`src/rtl/osc_pkg.sv`:
```
// Shared oscilloscope definitions: acquisition FSM encoding,
// trigger slope codes and the default sample/record geometry.
package osc_pkg;

  localparam int DATA_W_DEF = 8;
  localparam int DEPTH_DEF  = 256;

  localparam logic SLOPE_RISE = 1'b0;
  localparam logic SLOPE_FALL = 1'b1;

  typedef enum logic [2:0] {
    IDLE,
    PRETRIG,
    WAIT_TRIG,
    POSTTRIG,
    DONE
  } state_t;

endpackage

```
`src/rtl/capture_ram.sv`:
```
// Simple dual-port sample memory: synchronous write port and
// registered read port whose output register clears on reset.
module capture_ram #(
  parameter int DATA_W = 8,
  parameter int DEPTH  = 256,
  localparam int ADDR_W = $clog2(DEPTH)
) (
  input  logic              clk,
  input  logic              rst,
  input  logic              we,
  input  logic [ADDR_W-1:0] wr_addr,
  input  logic [DATA_W-1:0] wr_data,
  input  logic [ADDR_W-1:0] rd_addr,
  output logic [DATA_W-1:0] rd_data
);

  logic [DATA_W-1:0] mem [DEPTH];

  always_ff @(posedge clk) begin
    if (we) mem[wr_addr] <= wr_data;
  end

  always_ff @(posedge clk or posedge rst) begin
    if (rst) rd_data <= '0;
    else     rd_data <= mem[rd_addr];
  end

endmodule

```
`src/rtl/trig_capture.sv`:
```
// Triggered acquisition: circular sample record frozen around a
// level/slope trigger, read back oldest-first.
module trig_capture
  import osc_pkg::*;
#(
  parameter int DATA_W  = DATA_W_DEF,
  parameter int DEPTH   = DEPTH_DEF,
  parameter int PRE     = 64,
  parameter int AUTO_TO = 1024,
  localparam int ADDR_W = $clog2(DEPTH)
) (
  input  logic              clk_in,
  input  logic              rst,
  input  logic              sample_en,
  input  logic [DATA_W-1:0] adc_data,
  input  logic              arm,
  input  logic [DATA_W-1:0] trig_level,
  input  logic              trig_slope,
  input  logic              auto_mode,
  input  logic [ADDR_W-1:0] rd_addr,
  output logic [DATA_W-1:0] rd_data,
  output logic              busy,
  output logic              done,
  output logic              auto_trig
);

  localparam int POST = DEPTH - PRE - 1;
  localparam int TO_W = $clog2(AUTO_TO + 1);

  state_t state, state_nx;

  logic [ADDR_W-1:0] wr_ptr;
  logic [ADDR_W-1:0] start_ptr;
  logic [ADDR_W-1:0] cnt;
  logic [TO_W-1:0]   to_cnt;
  logic [DATA_W-1:0] prev_sample;
  logic              prev_valid;

  logic strobe;
  logic real_trig;
  logic timeout;
  logic last_pre;
  logic last_post;
  logic start_arm;
  logic trig_hit;
  logic finish;

  assign busy = (state == PRETRIG) || (state == WAIT_TRIG) ||
                (state == POSTTRIG);
  assign done = (state == DONE);

  assign strobe = sample_en && busy;

  always_comb begin
    real_trig = 1'b0;
    if (prev_valid) begin
      if (trig_slope == SLOPE_FALL)
        real_trig = (prev_sample > trig_level) &&
                    (adc_data <= trig_level);
      else
        real_trig = (prev_sample < trig_level) &&
                    (adc_data >= trig_level);
    end
  end

  // to_cnt saturates, so ">=" also covers auto_mode raised late
  assign timeout   = auto_mode && (to_cnt >= TO_W'(AUTO_TO - 1));
  assign last_pre  = (cnt == ADDR_W'(PRE - 1));
  assign last_post = (cnt == ADDR_W'(POST - 1));

  always_ff @(posedge clk_in or posedge rst) begin
    if (rst) state <= IDLE;
    else     state <= state_nx;
  end

  always_comb begin
    state_nx  = state;
    start_arm = 1'b0;
    trig_hit  = 1'b0;
    finish    = 1'b0;
    unique case (state)
      IDLE, DONE: begin
        if (arm) begin
          state_nx  = PRETRIG;
          start_arm = 1'b1;
        end
      end
      PRETRIG: begin
        if (sample_en && last_pre) state_nx = WAIT_TRIG;
      end
      WAIT_TRIG: begin
        if (sample_en && (real_trig || timeout)) begin
          trig_hit = 1'b1;
          if (POST == 0) begin
            state_nx = DONE;
            finish   = 1'b1;
          end else begin
            state_nx = POSTTRIG;
          end
        end
      end
      POSTTRIG: begin
        if (sample_en && last_post) begin
          state_nx = DONE;
          finish   = 1'b1;
        end
      end
      default: state_nx = IDLE;
    endcase
  end

  always_ff @(posedge clk_in or posedge rst) begin
    if (rst) begin
      wr_ptr      <= '0;
      start_ptr   <= '0;
      cnt         <= '0;
      to_cnt      <= '0;
      prev_sample <= '0;
      prev_valid  <= 1'b0;
      auto_trig   <= 1'b0;
    end else begin
      if (start_arm) begin
        cnt        <= '0;
        to_cnt     <= '0;
        prev_valid <= 1'b0;
        auto_trig  <= 1'b0;
      end
      if (strobe) begin
        wr_ptr      <= wr_ptr + 1'b1;
        prev_sample <= adc_data;
        prev_valid  <= 1'b1;
      end
      if (strobe && state == PRETRIG)
        cnt <= last_pre ? '0 : cnt + 1'b1;
      else if (strobe && state == POSTTRIG)
        cnt <= cnt + 1'b1;
      if (strobe && state == WAIT_TRIG &&
          to_cnt != TO_W'(AUTO_TO))
        to_cnt <= to_cnt + 1'b1;
      if (trig_hit) auto_trig <= !real_trig;
      // wr_ptr+1 is the oldest surviving sample after the last write
      if (finish) start_ptr <= wr_ptr + 1'b1;
    end
  end

  capture_ram #(
    .DATA_W (DATA_W),
    .DEPTH  (DEPTH)
  ) u_ram (
    .clk     (clk_in),
    .rst     (rst),
    .we      (strobe),
    .wr_addr (wr_ptr),
    .wr_data (adc_data),
    .rd_addr (start_ptr + rd_addr),
    .rd_data (rd_data)
  );

endmodule

```
`config.mk`:
```
export PLATFORM = sky130hd
export DESIGN_NAME = trig_capture
export DESIGN_NICKNAME = d
export VERILOG_FILES = /design/src/rtl/osc_pkg.sv /design/src/rtl/capture_ram.sv /design/src/rtl/trig_capture.sv
export SDC_FILE = /design/constraint.sdc
export NUM_CORES = 2
export LEC_CHECK = 0
export ABC_AREA = 0
export ABC_CLOCK_PERIOD_IN_PS = 3100
export BUFFER_PORTS_ARGS = -buffer_cell sky130_fd_sc_hd__buf_2
export CORE_MARGIN = 8
export CORE_UTILIZATION = 45
export CTS_CLUSTER_DIAMETER = 150
export DETAILED_ROUTE_END_ITERATION = 12
export GPL_TIMING_DRIVEN = 0
export HOLD_SLACK_MARGIN = 0.02
export SETUP_SLACK_MARGIN = 0.2
export SYNTH_ARGS = -nofsm -noshare
export SYNTH_HDL_FRONTEND = slang
export SYNTH_HIERARCHICAL = 1
export SYNTH_SLANG_ARGS = --single-unit
```
`constraint.sdc`:
```
create_clock -name clk_in -period 3.1 [get_ports clk_in]
set_input_delay 0.62 -clock clk_in [delete_from_list [all_inputs] [get_ports clk_in]]
set_output_delay 0.62 -clock clk_in [all_outputs]
set_load 0.005 [all_outputs]
```
### Word-level counts from Yosys, hierarchy flattened

Memories as Yosys holds them, arrays and structs flattened. A register that Yosys moved wholly into a read port is not among the register bits.
Cells that the tools add are included.

| operators by class | value |
|---|---|
| reduce and logical (&&, ||, !) cells | 22 |
| multiplexer cells | 24 |
| $add $sub $neg | 4 |
| eq/ne operators | 11 |
| order comparisons | 5 |

Operators with widths:

| cell | number |
|---|---|
| two-way mux 8 bit | 4 |
| two-way mux 11 bit | 2 |
| adder 8 x 1 -> 8 bit, second input constant | 2 |
| two-way mux 1 bit | 13 |
| two-way mux 3 bit | 4 |
| case mux 3 bit (4 select lines) | 1 |
| adder 11 x 1 -> 11 bit, second input constant | 1 |
| greater-or-equal comparator 11 x 10 -> 1 bit, second input constant | 1 |
| logical AND 1 bit | 11 |
| != test 11 bit, second input constant | 1 |
| adder 8 bit | 1 |
| == test 8 x 6 -> 1 bit, second input constant | 1 |
| == test 8 bit, second input constant | 1 |
| greater-or-equal comparator 8 bit | 1 |
| greater-than comparator 8 bit | 1 |
| <= comparator 8 bit | 1 |
| less-than comparator 8 bit | 1 |
| == test 3 x 2 -> 1 bit, second input constant | 2 |
| != test 2 x 1 -> 1 bit, second input constant | 3 |
| nonzero test 2 bit | 3 |
| AND reduction 4 bit | 1 |
| == test 3 x 1 -> 1 bit, second input constant | 1 |
| == test 3 bit, second input constant | 1 |
| zero test 3 bit | 1 |
| 5 further kinds | 7 |

| storage, ports and cells | value |
|---|---|
| memory bits (writable) | 2048 |
| register bits after elaboration | 48 |
| output and inout bits | 11 |
| logic and storage cells | 75 |
| bits of input ports | 30 |
| memories kept | 1 |

Memories:

| memory | words | bits a word | rd ports | clocked after memory_dff | wr ports | RTL line | text |
|---|---|---|---|---|---|---|---|
| u_ram.mem | 256 | 8 | 1 | 1 | 1 | capture_ram.sv:17 | `logic [DATA_W-1:0] mem [DEPTH];` |

### Depth between registers and ports, before layout

| depth | value |
|---|---|
| depth after elaboration | 9 |
| depth in mapped cells | 17 |
| depth with buffers taken out | 15 |

### Cells and area by module

Netlist, hierarchy kept.

By module, submodules not included:

| module | cells an instance | sequential area each (sq um) | times used | area an instance (sq um) |
|---|---|---|---|---|
| capture_ram | 3762 | 61699.2 | 1 | 79882.9 |
| trig_capture | 323 | 1201.2 | 1 | 2984.1 |

### Worst setup path before layout

Ideal clock, no wire load.

| path | value |
|---|---|
| path type | input to register |
| start | in rd_addr[0] |
| end | reg u_ram.rd_data[4] (read register of u_ram.mem) |
| setup time | 0.133 ns |
| required time | 2.967 ns |
| stages | 17 |
| arrival time | 3.575 ns |
| path buffers | 2 |
| slack | -0.608 ns |
| path through | ha_1 > inv_1 > fa_1 > nor2b_1 > o21ai_0 > a21boi_0 > o21a_1 > nor2_1 > xnor2_1 > clkbuf_2 > and3b_1 > clkdlybuf4s50_2 > o221ai_1 > o22ai_1 > a211oi_1 > nor4_1 > nor3b_2 |

| between the ends | value |
|---|---|
| word-level cells in the longest chain between the ends | 1 |

Ends and longest elaborated chain:

| what | RTL line | text |
|---|---|---|
| start: declaration | trig_capture.sv:20 | `input logic [ADDR_W-1:0] rd_addr,` |
| adder 8 bit | trig_capture.sv:155 | `.rd_addr (start_ptr + rd_addr),` |
| end: declaration | capture_ram.sv:14 | `output logic [DATA_W-1:0] rd_data` |

No other way between the ends.
A chain may end at the register's enable or synchronous reset.

### Worst setup path in the final report

| path | value |
|---|---|
| start | reg start_ptr[0] |
| end | reg u_ram.rd_data[0] (read register of u_ram.mem) |

| between the ends | value |
|---|---|
| word-level cells in the longest chain between the ends | 1 |

Ends and longest elaborated chain:

| what | RTL line | text |
|---|---|---|
| start: declaration | trig_capture.sv:33 | `logic [ADDR_W-1:0] start_ptr;` |
| start signal: assignment | trig_capture.sv:142 | `if (finish) start_ptr <= wr_ptr + 1'b1;` |
| adder 8 bit | trig_capture.sv:155 |  |

No other way between the ends.

==> impl_metrics.env <==
export IMPL_p_total_mw=63.58
export IMPL_die_y_um=445.1
export IMPL_synth_compound_area_frac=0.03892
export IMPL_cp_endpoint="u_ram/rd_data[0]$_DFF_PP0_"
export IMPL_drtAntennaViolNets=0
export IMPL_drtIter0Drc=6534
export IMPL_slowest_delay_ns=0.65
export IMPL_synth_edff_count=2048
export IMPL_worst_pin_slew_ns=1.179
export IMPL_cts_tree="built"
export IMPL_cellLeakagePower_nw=31.50
export IMPL_h_tree_depth=4
export IMPL_path_class="reg -> reg"
export IMPL_power_frac_seq=0.502
export IMPL_clock_skew_ns=0.03975
export IMPL_die_w_um=445.1
export IMPL_vias=46129
export IMPL_reg2reg_from="start_ptr[0]$_DFFE_PP0P_"
export IMPL_violations="negative setup slack"
export IMPL_clock_sinks=2104
export IMPL_worstSetupStartpoint="start_ptr[0]$_DFFE_PP0P_"
export IMPL_grt_use_total=0.2656
export IMPL_period_minus_slack_ns=3.945
export IMPL_syn2layout_area_growth_pct=21.17
export IMPL_initial_core_util=0.4526
export IMPL_rr_endpoint="u_ram/rd_data[0]$_DFF_PP0_"
export IMPL_status="complete, but fails checks"
export IMPL_drive_above_1_share=0.3547
export IMPL_powerDensity_mw_per_mm2=633.2
export IMPL_crit_required_ns=3.79
export IMPL_post_dp_hpwl_um=174100
export IMPL_start_kind="flip-flop"
export IMPL_synth_mux_area_frac=0.1407
export IMPL_layout_commonest_cell="edfxtp_1"
export IMPL_yosys_area_top_type_share=0.7421
export IMPL_worstSkewPairLatency_ns=0.87
export IMPL_yosys_warnings=6
export IMPL_post_drt_wl_per_cell_um=37.64
export IMPL_ioPinCount=41
export IMPL_report_final_slew_viol_count=0
export IMPL_setup_ws_ns=-0.8448
export IMPL_ff2ff_setup_slack_ns=-0.84
export IMPL_cts_buffer_depth=3
export IMPL_portBuffers=40
export IMPL_wl_um=268800
export IMPL_critPathArrivalTime_ns=4.63
export IMPL_ys_seq_area_frac=0.7591
export IMPL_synth_seq_cells=2104
export IMPL_cp_depth=13
export IMPL_grt_pass1_wl_um=364400
export IMPL_post_place_cells=6605
export IMPL_irDropWorstVdd_mv=0.6580
export IMPL_grt_overflow=0
export IMPL_grt_max_degree=147
export IMPL_fmax_mhz=253.5
export IMPL_netlist_instances=4085
export IMPL_drcViolationCount=0
export IMPL_synthTopCellsByArea="edfxtp_1 (74%), mux4_2 (11%), mux2i_1 (1.9%)"
export IMPL_grt_antenna_before_repair=9
export IMPL_hold_viol=0
export IMPL_path_buf_inv=6
export IMPL_fillers=13894
export IMPL_power_share_clock=0.396
export IMPL_core_area_mm2=0.1831
export IMPL_ys_types=87
export IMPL_rsz0062_at_grt="true"
export IMPL_cp_top_family="buffers and inverters"
export IMPL_synth_top_family_by_area="multiplexers"
export IMPL_synth_simple_area_share=0.03364
export IMPL_synth_nets=4144
export IMPL_critPathMaxFanout=10
export IMPL_max_slew_margin_rel=0.2141
export IMPL_gp_congestion=0.9370
export IMPL_switchingPower_mw=15.78
export IMPL_r2r_cells=13
export IMPL_endpoint_kind="flip-flop"
export IMPL_cts_root_buf="clkbuf_16"
export IMPL_crit_path_frequent_cell="nor4_4"
export IMPL_slowest_stage="nor4_4"
export IMPL_yosys_area_top_type="edfxtp_1"
export IMPL_internal_power_mw=47.79
export IMPL_drtPass1Iterations=6
export IMPL_viasPerCell=6.459
export IMPL_async_flop_share=0.02662
export IMPL_synth_xor_area_frac=0.002748
export IMPL_synth_avg_cell_area_um2=20.29
export IMPL_final_cell_mix="edfxtp_1 (2,048), mux4_2 (404), clkbuf_16 (236)"
export IMPL_dieArea_mm2=0.1981
export IMPL_holdWs_ns=0.1047
export IMPL_final_cells=7142
export IMPL_ys_flop_type="edfxtp_1"
export IMPL_fin_crit_sh=1.273
export IMPL_sw_frac_of_total=0.2482
export IMPL_yosys_area_share_adder=0.004469
export IMPL_hp_class="in -> reg"
export IMPL_pwr_share_comb=0.102
export IMPL_row_count=157
export IMPL_finalSetupViolCount=16
export IMPL_fin_nets=4550
export IMPL_clkTransAtPathRegs_ns=0.06
export IMPL_maxCapViolCount=0
export IMPL_cp_cell_sequence="ha_4 > inv_2 > fa_2 > inv_6 > buf_12 > buf_4 > buf_8 > clkbuf_16 > mux4_2 > a22oi_2 > a21oi_4 > nor4_4 > nor4_4"
export IMPL_numCtsBuffers=211
export IMPL_syn_area_mm2=0.08287
export IMPL_grt_pass1_vias=44151
## kinds of logic after synthesis
family,Yosys count
buf+inv,263
mux,598
compound gates,455
flops,2104
xor+xnor,26
fa+ha+maj,29
simple gates,610
## power groups by stage
stage / sequential (mW) / combinational [mW] / clock, mW
after floorplan: 32.3 / 2.53 / 0
after global placement: 32.6 / 4.90 / 0
after detailed placement: 32.5 / 5.04 / 0
after CTS: 31.9 / 6.01 / 25.5
after global routing: 31.9 / 6.60 / 26.6
final: 31.9 / 6.49 / 25.2
## synthesized netlist by cell type (4+ instances only)
| master | number |
|---|---|
| o21ai_0 | 30 |
| nand2b_1 | 11 |
| and2_1 | 5 |
| buf_1 | 16 |
| and3_1 | 7 |
| clkbuf_1 | 105 |
| o211ai_1 | 11 |
| o22a_1 | 6 |
| nor3_1 | 22 |
| a211oi_1 | 16 |
| buf_8 | 11 |
| a22o_1 | 16 |
| dfrtp_1 | 56 |
| xor2_1 | 9 |
| or2_2 | 6 |
| edfxtp_1 | 2048 |
| nand3_1 | 39 |
| a311oi_1 | 4 |
| o31ai_1 | 6 |
| nand4_1 | 19 |
| mux2i_1 | 155 |
| buf_6 | 28 |
| a21oi_1 | 97 |
| mux4_2 | 404 |
| ha_1 | 28 |
| nor4_1 | 26 |
| mux4_1 | 38 |
| o22ai_1 | 42 |
| nor2_1 | 308 |
| nor2b_1 | 28 |
| o221ai_1 | 42 |
| clkbuf_4 | 5 |
| buf_4 | 22 |
| nand2_1 | 109 |
| inv_1 | 24 |
| xnor2_1 | 17 |
| a22oi_1 | 135 |
| a211o_1 | 5 |
| a221oi_1 | 12 |
| nand3b_1 | 4 |
| buf_2 | 34 |
| buf_12 | 12 |
## metrics by stage
| step | area (um^2) | utilization | setup TNS [ns] | worst slack, ns |
|---|---|---|---|---|
| after global placement | 86520 | 0.4726 | -6922.20 | -3.779 |
| after global routing | 100400 | 0.5484 | -6.193 | -0.8184 |
| after floorplan | 83240 | - | -0.4540 | -0.08234 |
| final | 100400 | 0.5484 | -6.513 | -0.8448 |
| after detailed placement | 87030 | 0.4753 | -2423.87 | -3.760 |
| after CTS | 99030 | 0.5409 | -12.62 | -0.7101 |
## repair_timing
action                                  4_1_cts  5_1_grt
resized for setup                           878      248
pin swaps                                   115       61
hold buffers                                  2        0
endpoints found under the setup margin     2056     1508
setup buffers                                94       35
gates cloned                                  6        2
hold endpoints to repair                     58        0
## worst min-delay path by stage
| stage | slack [ns] | from | endpoint | depth (start not counted) |
|---|---|---|---|---|
| 2_1_floorplan | 0.44 | rst | u_ram/rd_data[0]$_DFF_PP0_ | 1 |
| 5_1_grt | 0.08 | auto_mode | auto_trig$_DFFE_PP0P_ | 3 |
| 3_5_place_dp | 0.48 | prev_sample[3]$_DFFE_PP0P_ | prev_sample[3]$_DFFE_PP0P_ | 2 |
| 4_1_cts | 0.04 | auto_mode | auto_trig$_DFFE_PP0P_ | 3 |
| 3_3_place_gp | 0.48 | start_ptr[6]$_DFFE_PP0P_ | start_ptr[6]$_DFFE_PP0P_ | 2 |
| 6_report | 0.10 | auto_mode | auto_trig$_DFFE_PP0P_ | 3 |
## worst min-delay path, stage by stage
cell and delay, ns:
buf_2 0.10, o211ai_1 0.10, a21oi_1 0.08
## cell type report
class	instances	area, um^2	share of cell area
antenna	4	10.01	0.00009969
buffer	237	3003	0.02991
clock buffer	253	5480	0.05458
clock inverter	143	1330	0.01325
inverter	24	97.59	0.0009720
multi-input combinational	1718	21910	0.2182
sequential	2104	62910	0.6265
tap	2464	3083	0.03070
timing repair buffer	195	2584	0.02573
## sequential cells by signal, indices dropped and copies added, names as in the netlist
register,count
to_cnt,11
u_ram/mem,2048
wr_ptr,8
prev_valid,1
auto_trig,1
cnt,8
u_ram/rd_data,8
prev_sample,8
state,3
start_ptr,8
## metal layers
layer  routed length, um  part of all wire  global-route usage  up-vias
met4               14270             0.053              0.1192        2
met3               31800              0.12             0.07530      578
met1              101800              0.38              0.3634    24742
met5                   7          0.000026                   0        -
li1                    -                 -                   -    17875
met2              121000              0.45              0.3991     2932
Note: power is estimated with default switching activity, not from simulation.
